<file path="src/rtl/ps2_host_tx_pkg.sv">
// Shared state encoding, frame constants and cycle-count helpers
// for the PS/2 host-to-device transmitter.
package ps2_host_tx_pkg;

    typedef enum logic [2:0] {
        S_IDLE,
        S_INHIBIT,
        S_RTS,
        S_SHIFT,
        S_ACK,
        S_WAIT_IDLE,
        S_ERROR
    } tx_state_e;

    localparam int unsigned FRAME_BITS = 11;
    // Falls 1..10 drive bits; the fall after the last driven bit is the ACK.
    localparam logic [3:0] LAST_DRIVEN = 4'(FRAME_BITS - 1);

    function automatic longint unsigned us_to_cyc(
        input longint unsigned hz,
        input longint unsigned us
    );
        return hz / 64'd1_000_000 * us;
    endfunction

    function automatic longint unsigned ms_to_cyc(
        input longint unsigned hz,
        input longint unsigned ms
    );
        return hz / 64'd1_000 * ms;
    endfunction

    function automatic longint unsigned max3(
        input longint unsigned a,
        input longint unsigned b,
        input longint unsigned c
    );
        longint unsigned m;
        m = (a > b) ? a : b;
        return (m > c) ? m : c;
    endfunction

endpackage

</file>
<file path="src/rtl/ps2_host_tx_line_filter.sv">
// Pad synchronizer plus stability filter for one PS/2 line, with a
// one-cycle strobe on each accepted 1->0 transition.
module ps2_line_filter #(
    parameter int unsigned FILTER_CYC = 8
) (
    input  logic clk,
    input  logic reset_n,
    input  logic line_i,
    output logic level_o,
    output logic fall_o
);

    localparam int unsigned CW = (FILTER_CYC > 1) ? $clog2(FILTER_CYC) : 1;
    localparam logic [CW-1:0] LAST = CW'(FILTER_CYC - 1);

    logic          sync1_q, sync2_q;
    logic          level_q, level_d;
    logic          fall_q, fall_d;
    logic [CW-1:0] cnt_q, cnt_d;

    always_comb begin
        level_d = level_q;
        fall_d  = 1'b0;
        cnt_d   = '0;
        if (sync2_q != level_q) begin
            if (cnt_q == LAST) begin
                level_d = sync2_q;
                fall_d  = ~sync2_q;
            end else begin
                cnt_d = cnt_q + CW'(1);
            end
        end
    end

    // Idle bus level is high, so everything resets to 1.
    always_ff @(posedge clk or negedge reset_n) begin
        if (!reset_n) begin
            sync1_q <= 1'b1;
            sync2_q <= 1'b1;
            level_q <= 1'b1;
            fall_q  <= 1'b0;
            cnt_q   <= '0;
        end else begin
            sync1_q <= line_i;
            sync2_q <= sync1_q;
            level_q <= level_d;
            fall_q  <= fall_d;
            cnt_q   <= cnt_d;
        end
    end

    assign level_o = level_q;
    assign fall_o  = fall_q;

endmodule

</file>
<file path="src/rtl/ps2_host_tx.sv">
// PS/2 host transmitter: request-to-send, bit shifting on device clock
// falls, ACK check and done/error reporting.
module ps2_host_tx
    import ps2_host_tx_pkg::*;
#(
    parameter int unsigned CLK_FREQ_HZ  = 25_000_000,
    parameter int unsigned INHIBIT_US   = 100,
    parameter int unsigned START_TMO_MS = 15,
    parameter int unsigned PKT_TMO_MS   = 2,
    parameter int unsigned FILTER_CYC   = 8
) (
    input  logic       clk,
    input  logic       reset_n,
    input  logic [7:0] tx_data,
    input  logic       tx_valid,
    output logic       tx_ready,
    output logic       tx_done,
    output logic       tx_error,
    output logic       busy,
    input  logic       ps2_clk_in,
    input  logic       ps2_data_in,
    output logic       ps2_clk_oe,
    output logic       ps2_data_oe
);

    localparam longint unsigned INH_CYC =
        us_to_cyc(64'(CLK_FREQ_HZ), 64'(INHIBIT_US));
    localparam longint unsigned START_CYC =
        ms_to_cyc(64'(CLK_FREQ_HZ), 64'(START_TMO_MS));
    localparam longint unsigned PKT_CYC =
        ms_to_cyc(64'(CLK_FREQ_HZ), 64'(PKT_TMO_MS));
    localparam longint unsigned MAX_CYC = max3(INH_CYC, START_CYC, PKT_CYC);
    localparam int unsigned TW = $clog2(MAX_CYC + 64'd1);

    localparam logic [TW-1:0] INH_LD   = TW'(INH_CYC - 64'd1);
    localparam logic [TW-1:0] START_LD = TW'(START_CYC - 64'd1);
    localparam logic [TW-1:0] PKT_LD   = TW'(PKT_CYC - 64'd1);

    tx_state_e     state_q, state_d;
    logic [9:0]    shreg_q, shreg_d;
    logic [3:0]    cnt_q, cnt_d;
    logic [TW-1:0] tmr_q, tmr_d;
    logic          clk_oe_q, clk_oe_d;
    logic          data_oe_q, data_oe_d;

    logic clk_lvl, clk_fall;
    logic data_lvl, data_fall_unused;
    logic tmo;

    ps2_line_filter #(.FILTER_CYC(FILTER_CYC)) u_clk_filt (
        .clk     (clk),
        .reset_n (reset_n),
        .line_i  (ps2_clk_in),
        .level_o (clk_lvl),
        .fall_o  (clk_fall)
    );

    ps2_line_filter #(.FILTER_CYC(FILTER_CYC)) u_data_filt (
        .clk     (clk),
        .reset_n (reset_n),
        .line_i  (ps2_data_in),
        .level_o (data_lvl),
        .fall_o  (data_fall_unused)
    );

    assign tmo = (tmr_q == '0);

    always_comb begin
        state_d   = state_q;
        shreg_d   = shreg_q;
        cnt_d     = cnt_q;
        tmr_d     = tmo ? '0 : tmr_q - TW'(1);
        clk_oe_d  = clk_oe_q;
        data_oe_d = data_oe_q;
        unique case (state_q)
            S_IDLE: begin
                if (tx_valid) begin
                    shreg_d  = {1'b1, ~^tx_data, tx_data};
                    cnt_d    = '0;
                    tmr_d    = INH_LD;
                    clk_oe_d = 1'b1;
                    state_d  = S_INHIBIT;
                end
            end
            S_INHIBIT: begin
                if (tmo) begin
                    clk_oe_d  = 1'b0;
                    data_oe_d = 1'b1;
                    tmr_d     = START_LD;
                    state_d   = S_RTS;
                end
            end
            S_RTS: begin
                if (clk_fall) begin
                    data_oe_d = ~shreg_q[0];
                    shreg_d   = {1'b0, shreg_q[9:1]};
                    cnt_d     = 4'd1;
                    tmr_d     = PKT_LD;
                    state_d   = S_SHIFT;
                end else if (tmo) begin
                    state_d = S_ERROR;
                end
            end
            S_SHIFT: begin
                if (clk_fall) begin
                    data_oe_d = ~shreg_q[0];
                    shreg_d   = {1'b0, shreg_q[9:1]};
                    cnt_d     = cnt_q + 4'd1;
                    if (cnt_q == LAST_DRIVEN - 4'd1) begin
                        state_d = S_ACK;
                    end
                end else if (tmo) begin
                    state_d = S_ERROR;
                end
            end
            S_ACK: begin
                if (clk_fall) begin
                    state_d = data_lvl ? S_ERROR : S_WAIT_IDLE;
                end else if (tmo) begin
                    state_d = S_ERROR;
                end
            end
            S_WAIT_IDLE: begin
                if (clk_lvl && data_lvl) begin
                    state_d = S_IDLE;
                end else if (tmo) begin
                    state_d = S_ERROR;
                end
            end
            S_ERROR: state_d = S_IDLE;
            default: state_d = S_IDLE;
        endcase
        if (state_d == S_ERROR || state_d == S_IDLE) begin
            clk_oe_d  = 1'b0;
            data_oe_d = 1'b0;
        end
    end

    always_ff @(posedge clk or negedge reset_n) begin
        if (!reset_n) begin
            state_q   <= S_IDLE;
            shreg_q   <= '0;
            cnt_q     <= '0;
            tmr_q     <= '0;
            clk_oe_q  <= 1'b0;
            data_oe_q <= 1'b0;
        end else begin
            state_q   <= state_d;
            shreg_q   <= shreg_d;
            cnt_q     <= cnt_d;
            tmr_q     <= tmr_d;
            clk_oe_q  <= clk_oe_d;
            data_oe_q <= data_oe_d;
        end
    end

    assign tx_ready    = (state_q == S_IDLE);
    assign busy        = (state_q != S_IDLE);
    assign tx_error    = (state_q == S_ERROR);
    assign tx_done     = (state_q == S_WAIT_IDLE) && clk_lvl && data_lvl;
    assign ps2_clk_oe  = clk_oe_q;
    assign ps2_data_oe = data_oe_q;

endmodule

</file>
<file path="config.mk">
export PLATFORM = sky130hd
export DESIGN_NAME = ps2_host_tx
export DESIGN_NICKNAME = d
export VERILOG_FILES = /design/src/rtl/ps2_host_tx_pkg.sv /design/src/rtl/ps2_host_tx_line_filter.sv /design/src/rtl/ps2_host_tx.sv
export SDC_FILE = /design/constraint.sdc
export NUM_CORES = 1
export LEC_CHECK = 0
export CAP_MARGIN = 10
export CORE_MARGIN = 2
export CORE_UTILIZATION = 45
export CTS_CLUSTER_DIAMETER = 200
export DETAILED_ROUTE_END_ITERATION = 8
export GPL_TIMING_DRIVEN = 0
export SLEW_MARGIN = 20
export SYNTH_ARGS = -nofsm -noshare
export SYNTH_HDL_FRONTEND = slang
export SYNTH_SLANG_ARGS = --single-unit
</file>
<file path="constraint.sdc">
create_clock -name clk -period 3.66 [get_ports clk]
set_clock_uncertainty 0.1 [all_clocks]
set_input_delay 0.366 -clock clk [delete_from_list [all_inputs] [get_ports clk]]
set_output_delay 0.366 -clock clk [all_outputs]
set_load 0.005 [all_outputs]
</file>
=== After elaboration in Yosys (flattened, before gate mapping) ===
Index checks and enable logic that the tools add are counted.

* Bitwise gates (word level): 2
* Eq/ne operators: 19
* Multiplexer cells: 36
* Add/subtract/negate cells: 4
* Reduce and logical (&&, ||, !) cells: 20

{| class="wikitable"
|+ Operator list
! kind !! count
|-
| 2-to-1 mux 19 bit || 4
|-
| one-hot mux 19 bit (3 select lines) || 1
|-
| 2-to-1 mux 3 bit || 12
|-
| 2-to-1 mux 10 bit || 2
|-
| one-hot mux 10 bit (2 select lines) || 1
|-
| zero test 19 bit || 1
|-
| subtractor 19 x 1 -> 19 bit (second input constant) || 1
|-
| equality test 3 bit (second input constant) || 6
|-
| one-hot mux 3 bit (6 select lines) || 1
|-
| 2-to-1 mux 4 bit || 3
|-
| one-hot mux 4 bit (3 select lines) || 1
|-
| nonzero test 3 bit || 4
|-
| AND reduction 3 bit || 3
|-
| 2-to-1 mux 1 bit || 8
|-
| XNOR reduction 8 bit || 1
|-
| adder 3 x 1 -> 3 bit (second input constant) || 2
|-
| equality test 3 x 2 -> 1 bit (second input constant) || 2
|-
| zero test 3 bit || 2
|-
| inequality test 2 x 1 -> 1 bit (second input constant) || 3
|-
| adder 4 x 1 -> 4 bit (second input constant) || 1
|-
| equality test 4 bit (second input constant) || 1
|-
| one-hot mux 1 bit (2 select lines) || 2
|-
| AND reduction 2 bit || 2
|-
| AND reduction 4 bit || 1
|-
| other kinds (12) || 16
|}

* Output and inout bits: 6
* Input bits: 13
* Register bits after elaboration: 51
* Word-level logic and storage cells: 96

=== Logic depth before layout (Yosys ltp) ===
Gate-level depths: netlist of the first run.

* Word-level depth: 8
* Gate-level depth with buffers: 10
* Depth with buffers taken out: 8

=== Modules after synthesis ===
Synthesis of the first run repeated with hierarchy kept, for this count alone.

* Cell total of the unflattened synthesis: 267
* Area, all modules: 2627.5 um^2

{| class="wikitable"
|+ Modules (own cells, without submodules)
! module !! cells each !! instances !! area each (um^2) !! sequential area each (um^2)
|-
| ps2_host_tx || 237 || 1 || 2104.5 || 950.9
|-
| ps2_line_filter || 15 || 2 || 261.5 || 178.9
|}

=== Worst setup path after synthesis of the first run ===
Ideal clock, no wire load.

* Path kind: register to register
* Start: reg tmr_q[0]
* End: reg clk_oe_q, in the netlist ps2_clk_oe
* Slack: 933 ps
* Period minus slack after synthesis: 2727 ps
* Buffers on the path: 2
* Setup time: 125 ps
* Data required time: 3435 ps
* Arrival: 2502 ps
* Stages on the path, launching flop included: 11
* Path through: dfrtp_1 > inv_1 > ha_1 > or4b_4 > or3_1 > buf_2 > or3_1 > buf_6 > a221oi_4 > xnor2_1 > a21oi_1

* Word-level cells in the longest chain between the ends: 8
* Elaborated cells on any way between the ends: 16
* Those cells by class: eq/ne: 3; mux: 8; reduce/logical: 5

{| class="wikitable"
|+ Ends and longest elaborated chain
! element !! RTL line !! text
|-
| start, declared || ps2_host_tx.sv:42 || <nowiki>logic [TW-1:0] tmr_q, tmr_d;</nowiki>
|-
| start signal, assigned || ps2_host_tx.sv:151 || <nowiki>tmr_q <= tmr_d;</nowiki>
|-
| zero test 19 bit (*) || ps2_host_tx.sv:66 || <nowiki>assign tmo = (tmr_q == '0);</nowiki>
|-
| 2-to-1 mux 3 bit || -- ||
|-
| 2-to-1 mux 3 bit (on tied branches) || -- ||
|-
| one-hot mux 3 bit (6 select lines) (*) || ps2_host_tx.sv:75 || <nowiki>unique case (state_q)</nowiki>
|-
| net state_d[1] || ps2_host_tx.sv:39 || <nowiki>tx_state_e state_q, state_d;</nowiki>
|-
| equality test 3 bit / zero test 3 bit (equally long branches) || ps2_host_tx.sv:133 || <nowiki>if (state_d == S_ERROR || state_d == S_IDLE) begin</nowiki>
|-
| logical OR 1 bit (*) || ps2_host_tx.sv:133 ||
|-
| inequality test 3 bit (no source line) (tied with other cells) || -- ||
|-
| AND reduction 3 bit (no source line) || -- ||
|-
| end signal, assigned || ps2_host_tx.sv:152 || <nowiki>clk_oe_q <= clk_oe_d;</nowiki>
|-
| end, declared || ps2_host_tx.sv:43 || <nowiki>logic clk_oe_q, clk_oe_d;</nowiki>
|}

The timed path passes the listed nets; every way through them passes the cells marked *.
A chain may end at the register's enable or synchronous reset.

=== Final worst setup path of the first run ===
* Start: reg tmr_q[0]
* End: reg tmr_q[18]

* Word-level cells in the longest chain between the ends: 4
* Elaborated cells on any way between the ends: 7
* Those cells by class: add/sub: 1; mux: 5; reduce/logical: 1

{| class="wikitable"
|+ Ends and longest elaborated chain
! element !! RTL line !! text
|-
| subtractor 19 x 1 -> 19 bit / zero test 19 bit (equally long branches) || ps2_host_tx.sv:72, ps2_host_tx.sv:66 ||
|-
| 2-to-1 mux 19 bit || ps2_host_tx.sv:72 || <nowiki>tmr_d = tmo ? '0 : tmr_q - TW'(1);</nowiki>
|-
| 2-to-1 mux 19 bit (on tied branches) || ps2_host_tx.sv:94, ps2_host_tx.sv:77, ps2_host_tx.sv:86 ||
|-
| one-hot mux 19 bit (3 select lines) (*) || ps2_host_tx.sv:75 ||
|-
| net tmr_d[18] || ps2_host_tx.sv:42 ||
|}

Marked as above.

==> flow_summary.yaml, run 1 <==
critical_path:
  path_class: "flop to flop"
  cp-start-kind: "flop"
  path_max_fanout: 9
  worstSetupEndpointType: "flop"
  critPathArrivalTime_ps: 3180
  required_ps: 3730
sta:
  finalCriticalPeriod_ps: 3111
  tightestPinTransition_ps: 707.2
  setup-violations-final: 0
  max_freq_ghz: 0.3215
  fin_crit_sh_pct: 84.99
  finalMaxSlewViolations: 0
  max-slew-margin-rel_pct: 52.35
  rsz0062_at_grt: "no"
  finalSetupTns_ps: 0
  holdWs_ps: -33.20
  hold_violations: 24
route:
  drt_pass1_iterations: 6
  drcViolationCount: 0
  vias: 1839
  viasPerCell: 5.166
  drtAntennaViolNets: 0
  routed_wl_um: 4731
  drtIter0Drc: 59
  wl_per_cell_um: 13.29
final_layout:
  seq_area_sq_mm: 0.001284
  area_growth_pct: 15.08
  drive_gt1_share_pct: 8.099
  final_nets: 303
  diodes: 0
  fill_cells: 513
  fin_area_sq_mm: 0.002942
  multi_input_area_sq_mm: 0.001192
floorplan:
  core-area_sq_mm: 0.005507
  start_util_pct: 46.42
  die_w_um: 79.37
  num_rows: 27
  die_h_um: 79.37
  ios: 19
  dieArea_sq_mm: 0.006300
synthesis:
  synth_fp_nets: 278
  synth_edf_count: 0
  synth_top_family_by_area: "simple AND/OR/NAND/NOR gates"
  seq_area_frac_synth_pct: 50.22
  synth_compound_area_share_pct: 12.73
  synth.area.mux_share_pct: 1.322
  yosys.area.top_type: "dfrtp_1"
  syn_area_sq_mm: 0.002556
  yosysTopAreaCellShare_pct: 44.05
  yosys.area_share.simple_pct: 19.58
  synth_xor_area_share_pct: 9.594
  synth_ff_type: "dfrtp_1"
  synth-seq-cells: 51
  yosysWarningCount: 0
  synth_fa_ha_area_share_pct: 3.426
  netlist_instances: 258
  syn_area_per_cell_sq_um: 9.908
  yosysUniqueCellTypes: 41
  async_flop_share_pct: 100.0
  ys_top_cells_by_area: "dfrtp_1 44%, xnor2_1 7.2%, dfstp_2 6.2%, nor2_1 4.6%, nand2_1 4.3%"
global_routing:
  grt_antenna_before_repair: 0
  grt_pass1_vias: 1773
  grt_max_degree: 52
  overflow: 0
  grt_pass1_wl_um: 8093
  grt_usage_pct: 16.45
placed_design:
  place_area_sq_mm: 0.002824
  gp_congestion: 0.8413
  hpwlAfterDp_um: 3395
  port_buffers: 18
clock_tree:
  numCtsBuffers: 5
  post_cts_buffers: 0
  cts_root_buffer: "clkbuf_8"
  post_cts_hold_buffer_count: 0
  clk_pin_slew_ps: 90
  insertion_delay_ps: 300
  clock-sinks: 51
  htreeDepth: 2
  cts_tree: "done"
  cts_resized: 0
  cts_buffer_depth: 2
flow_run:
  drv_cap: 0
power:
  p_switching_w: 0.0002544
  p_leak_nw: 1.193
  intPower_w: 0.0008872
  power.density_mw_per_mm2: 388.1
  combPwrFrac_pct: 9.9
  switching_share_pct: 22.29
  clkPwrFrac_pct: 35.2
  ir_drop_mv: 0.2399
  seq_power_share_pct: 54.9
worst_hold_path:
  min_path_type: "input port to async pin"
outcome:
  status: "finished, violations left"
  violations: "hold timing"
==> through the flow <==
stage	total power (W)	utilization [%]	std cells	setup slack, ps
2_1_floorplan	0.0007104	-	258	932.7
3_3_place_gp	0.0007517	51.33	348	491.1
3_5_place_dp	0.0007545	51.28	348	529.0
4_1_cts	0.001161	53.42	356	508.1
5_1_grt	0.001201	53.42	356	350.1
6_report	0.001142	53.42	356	549.2
==> path summary, 6_finish.rpt <==
kind | startpoint | end | slack (ps) | depth (start not counted)
max | tmr_q[0] | tmr_q[18] | 550 | 9
min | reset_n | tmr_q[17] | -30 | 1
max reg2reg | tmr_q[0] | tmr_q[18] | 550 | 9
min reg2reg | u_clk_filt.sync1_q | u_clk_filt.sync2_q | 260 | 0
max in group asynchronous | reset_n | tmr_q[6] | 3030 | 1
min in group clk | u_clk_filt.sync1_q | u_clk_filt.sync2_q | 260 | 0
==> final cells by class <==
cell class	instances	share of cell area, %
sequential	51	43.64
multi-input combinational	188	40.54
timing repair buffer	18	6.040
tap	72	3.063
clock buffer	6	2.807
buffer	11	1.701
clock inverter	2	1.191
inverter	8	1.021
==> power groups by stage <==
stage,clock network (W),registers [W],logic (W)
after detailed placement,0,0.000639,0.000116
after global routing,0.000439,0.000631,0.000131
after global placement,0,0.000638,0.000114
final,0.000402,0.000627,0.000113
after CTS,0.000417,0.000628,0.000116
after floorplan,0,0.000634,0.0000763
==> cells in the mapped netlist (all sizes together) (2+ instances only) <==
cell type	count
nor3	8
inv	8
dfrtp	45
nand2	29
xor2	7
a21oi	9
buf	3
xnor2	21
and2	5
a211oi	2
dfstp	6
nor4	4
or3	3
ha	7
o21a	3
nand4	2
nor2b	2
clkbuf	8
nand2b	7
nor2	31
a31oi	10
o21ai	15
or4	3
nor3b	3
mux2	3
==> state kept, by name (all words and copies together), names as in the netlist <==
register,cells
state_q,3
u_data_filt.level_o,1
u_clk_filt.level_o,1
u_clk_filt.sync1_q,1
shreg_q,10
u_clk_filt.fall_o,1
cnt_q,4
ps2_clk_oe,1
u_data_filt.sync2_q,1
u_data_filt.sync1_q,1
u_clk_filt.cnt_q,3
u_clk_filt.sync2_q,1
u_data_filt.cnt_q,3
tmr_q,19
ps2_data_oe,1
==> worst max-delay path: stages (launching register included) <==
cell,delay [ps]
dfrtp_1,410
inv_1,60
ha_1,190
or4b_4,500
or3_1,380
buf_2,170
or3_1,330
buf_6,160
o21ai_0,580
nor2_1,110
==> cell families (layout without fill, tap and decap cells) <==
family | count (synthesis) | count (layout)
AOI/OAI and AO/OA | 48 | 48
xor gates and xnor gates | 28 | 28
adders and majority gates | 7 | 7
buffers and inverters | 19 | 45
DFF | 51 | 51
muxes | 3 | 3
and+or+nand+nor | 102 | 102
==> layer usage <==
layer | global-route usage [%] | part of all wire (%) | up-vias
li1 | - | - | 939
met1 | 22.04 | 50 | 875
met2 | 27.12 | 47 | 21
met3 | 3.054 | 2.1 | 4
met4 | 5.172 | 0.97 | 0
met5 | 0 | 0 | -
==> cells in the final DEF (no fill, tap or decap), types with 2 or more instances in the layout <==
| cell | synthesis | routed |
|---|---|---|
| a211oi_1 | 2 | 2 |
| a21oi_1 | 9 | 9 |
| a31oi_1 | 10 | 10 |
| and2_1 | 5 | 5 |
| clkbuf_1 | 8 | 8 |
| clkbuf_8 | 0 | 6 |
| clkdlybuf4s50_1 | 0 | 17 |
| dfrtp_1 | 45 | 45 |
| dfstp_2 | 6 | 6 |
| ha_1 | 7 | 7 |
| inv_1 | 8 | 8 |
| mux2_2 | 3 | 3 |
| nand2_1 | 29 | 29 |
| nand2b_1 | 7 | 7 |
| nand4_1 | 2 | 2 |
| nor2_1 | 31 | 31 |
| nor2b_1 | 2 | 2 |
| nor3_1 | 8 | 8 |
| nor3b_1 | 3 | 3 |
| nor4_1 | 4 | 4 |
| o21a_1 | 3 | 3 |
| o21ai_0 | 15 | 15 |
| or3_1 | 3 | 3 |
| or4_1 | 3 | 3 |
| xnor2_1 | 21 | 21 |
| xor2_1 | 7 | 7 |
Power figures use the tool's default switching activity.
==> run 2: changes to the inputs <==
--- a/config.mk
+++ b/config.mk
@@ -11,6 +11,7 @@
 export CTS_CLUSTER_DIAMETER = 200
 export DETAILED_ROUTE_END_ITERATION = 8
 export GPL_TIMING_DRIVEN = 0
+export PLACE_DENSITY = 0.66
 export SLEW_MARGIN = 20
 export SYNTH_ARGS = -nofsm -noshare
 export SYNTH_HDL_FRONTEND = slang
==> constraint.sdc (replaced) <==
create_clock -name clk -period 2.7 [get_ports clk]
set_clock_uncertainty 0.1 [all_clocks]
set_input_delay 0.27 -clock clk [delete_from_list [all_inputs] [get_ports clk]]
set_output_delay 0.27 -clock clk [all_outputs]
set_load 0.005 [all_outputs]
==> flow_summary.yaml, run 2 (same netlist as run 1, synthesis figures left out) <==
outcome:
  status: "finished, violations left"
  violations: "setup timing"
clock_tree:
  numCtsBuffers: 5
  clock-sinks: 51
  clk_pin_slew_ps: 90
  insertion_delay_ps: 300
  cts_root_buffer: "clkbuf_8"
  htreeDepth: 2
  cts_buffer_depth: 2
  cts_tree: "done"
global_routing:
  grt_max_degree: 52
  grt_pass1_wl_um: 8362
  grt_usage_pct: 16.96
  grt_antenna_before_repair: 0
  overflow: 0
  grt_pass1_vias: 1880
placed_design:
  port_buffers: 18
  gp_congestion: 0.8691
  place_area_sq_mm: 0.002833
  hpwlAfterDp_um: 3411
critical_path:
  cp-start-kind: "flop"
  path_class: "flop to flop"
  required_ps: 2790
  path_max_fanout: 4
  worstSetupEndpointType: "flop"
  critPathArrivalTime_ps: 2810
sta:
  rsz0062_at_grt: "yes"
  max_freq_ghz: 0.3678
  setup_ws_ps: -18.57
  finalSetupTns_ps: -22.28
  tightestPinTransition_ps: 765.4
  holdWs_ps: 259.3
  hold_violations: 0
  setup-violations-final: 2
  fin_crit_sh_pct: 100.7
  finalMaxSlewViolations: 0
  max-slew-margin-rel_pct: 48.86
  finalCriticalPeriod_ps: 2719
floorplan:
  die_h_um: 79.37
  die_w_um: 79.37
  start_util_pct: 46.42
  core-area_sq_mm: 0.005507
  ios: 19
  num_rows: 27
  dieArea_sq_mm: 0.006300
route:
  viasPerCell: 5.270
  drtAntennaViolNets: 0
  top_layer: "met4"
  routed_wl_um: 4954
  met3WireLength_um: 113
  met1_length_um: 2343
  drtIter0Drc: 39
  wl_per_cell_um: 13.65
  dr_wl_met2_um: 2447
  drt_pass1_iterations: 4
  drcViolationCount: 0
  vias: 1913
final_layout:
  drive_gt1_share_pct: 12.37
  reg.largest.list: "tmr_q x19, shreg_q x10, cnt_q x4"
  area_growth_pct: 17.57
  fin_area_sq_mm: 0.003005
  largest_reg_flops: 19
  final_cell_mix: "45 x dfrtp_1, 31 x nor2_1, 28 x nand2_1"
  top_register: "tmr_q"
  diodes: 0
  final_nets: 310
  final_common_cell: "dfrtp_1"
power:
  p_switching_w: 0.0003441
  combPwrFrac_pct: 10.8
  ir_drop_mv: 0.3224
  switching_share_pct: 24.05
  power.density_mw_per_mm2: 476.1
  seq_power_share_pct: 59.5
  clkPwrFrac_pct: 29.7
  intPower_w: 0.001087
  p_leak_nw: 1.210
flow_run:
  drv_cap: 0
worst_hold_path:
  min_path_type: "flop to flop"
run 2: changes by cell type in the layout (fill, tap and decap cells not counted), moves of 2 or more:
cell	delta
or3_4	+2
o21ai_0	-2
buf_4	+7
inv_2	+2
inv_1	-2
or3_1	-2
clkbuf_1	+2
run 2: stage by stage:
stage | std cells | utilization, % | power, W | setup WS [ps]
after global routing | 363 | 54.58 | 0.001504 | -75.51
after floorplan | 258 | - | 0.0009630 | -11.40
after detailed placement | 348 | 51.44 | 0.001025 | -374.7
after CTS | 364 | 54.24 | 0.001453 | -62.45
after global placement | 348 | 51.49 | 0.001017 | -330.9
final | 363 | 54.58 | 0.001431 | -18.57
run 2: area by class of cell:
cell class / instances / area (sq um)
multi-input combinational: 188 / 1241
timing repair buffer: 27 / 245.2
tap: 72 / 90.09
clock inverter: 1 / 5.005
inverter: 8 / 30.03
fill: 493 / 2501
sequential: 51 / 1284
buffer: 9 / 33.78
clock buffer: 7 / 76.32
run 2: what timing repair did:
item,in CTS,in global routing
gates resized for setup,3,9
hold buffers,1,0
cloned,1,0
pin swaps,5,7
setup buffers,6,1
setup endpoints to repair,10,13
hold endpoints to repair,45,0
run 2: final timing paths:
path / endpoint / from / depth (start not counted) / slack, ps
worst max-delay path: ps2_data_oe / tmr_q[1] / 8 / -20
worst min-delay path: u_data_filt.sync2_q / u_data_filt.sync1_q / 0 / 260
worst max register to register: ps2_data_oe / tmr_q[1] / 8 / -20
worst min register to register: u_data_filt.sync2_q / u_data_filt.sync1_q / 0 / 260
max in group asynchronous: state_q[0] / reset_n / 2 / 1630
min in group asynchronous: tmr_q[3] / reset_n / 2 / 430
run 2: critical path, cell delays in order (launching register included):
cell and delay (ps):
dfrtp_1 400, inv_2 70, ha_4 130, or4b_4 460, or3_4 400, or3_4 450
a221oi_4 320, xnor2_2 170, a21boi_1 100
run 2: layer usage:
layer | GRT usage, % | vias up
li1 | - | 954
met1 | 21.70 | 929
met2 | 29.07 | 24
met3 | 3.394 | 6
met4 | 5.172 | 0
met5 | 0 | -
run 2: power groups by stage:
stage,clock (W),combinational (W),sequential (W)
after global placement,0,0.000152,0.000865
after global routing,0.000467,0.000180,0.000857
after floorplan,0,0.000103,0.000860
after detailed placement,0,0.000159,0.000866
after CTS,0.000442,0.000160,0.000852
final,0.000424,0.000154,0.000852
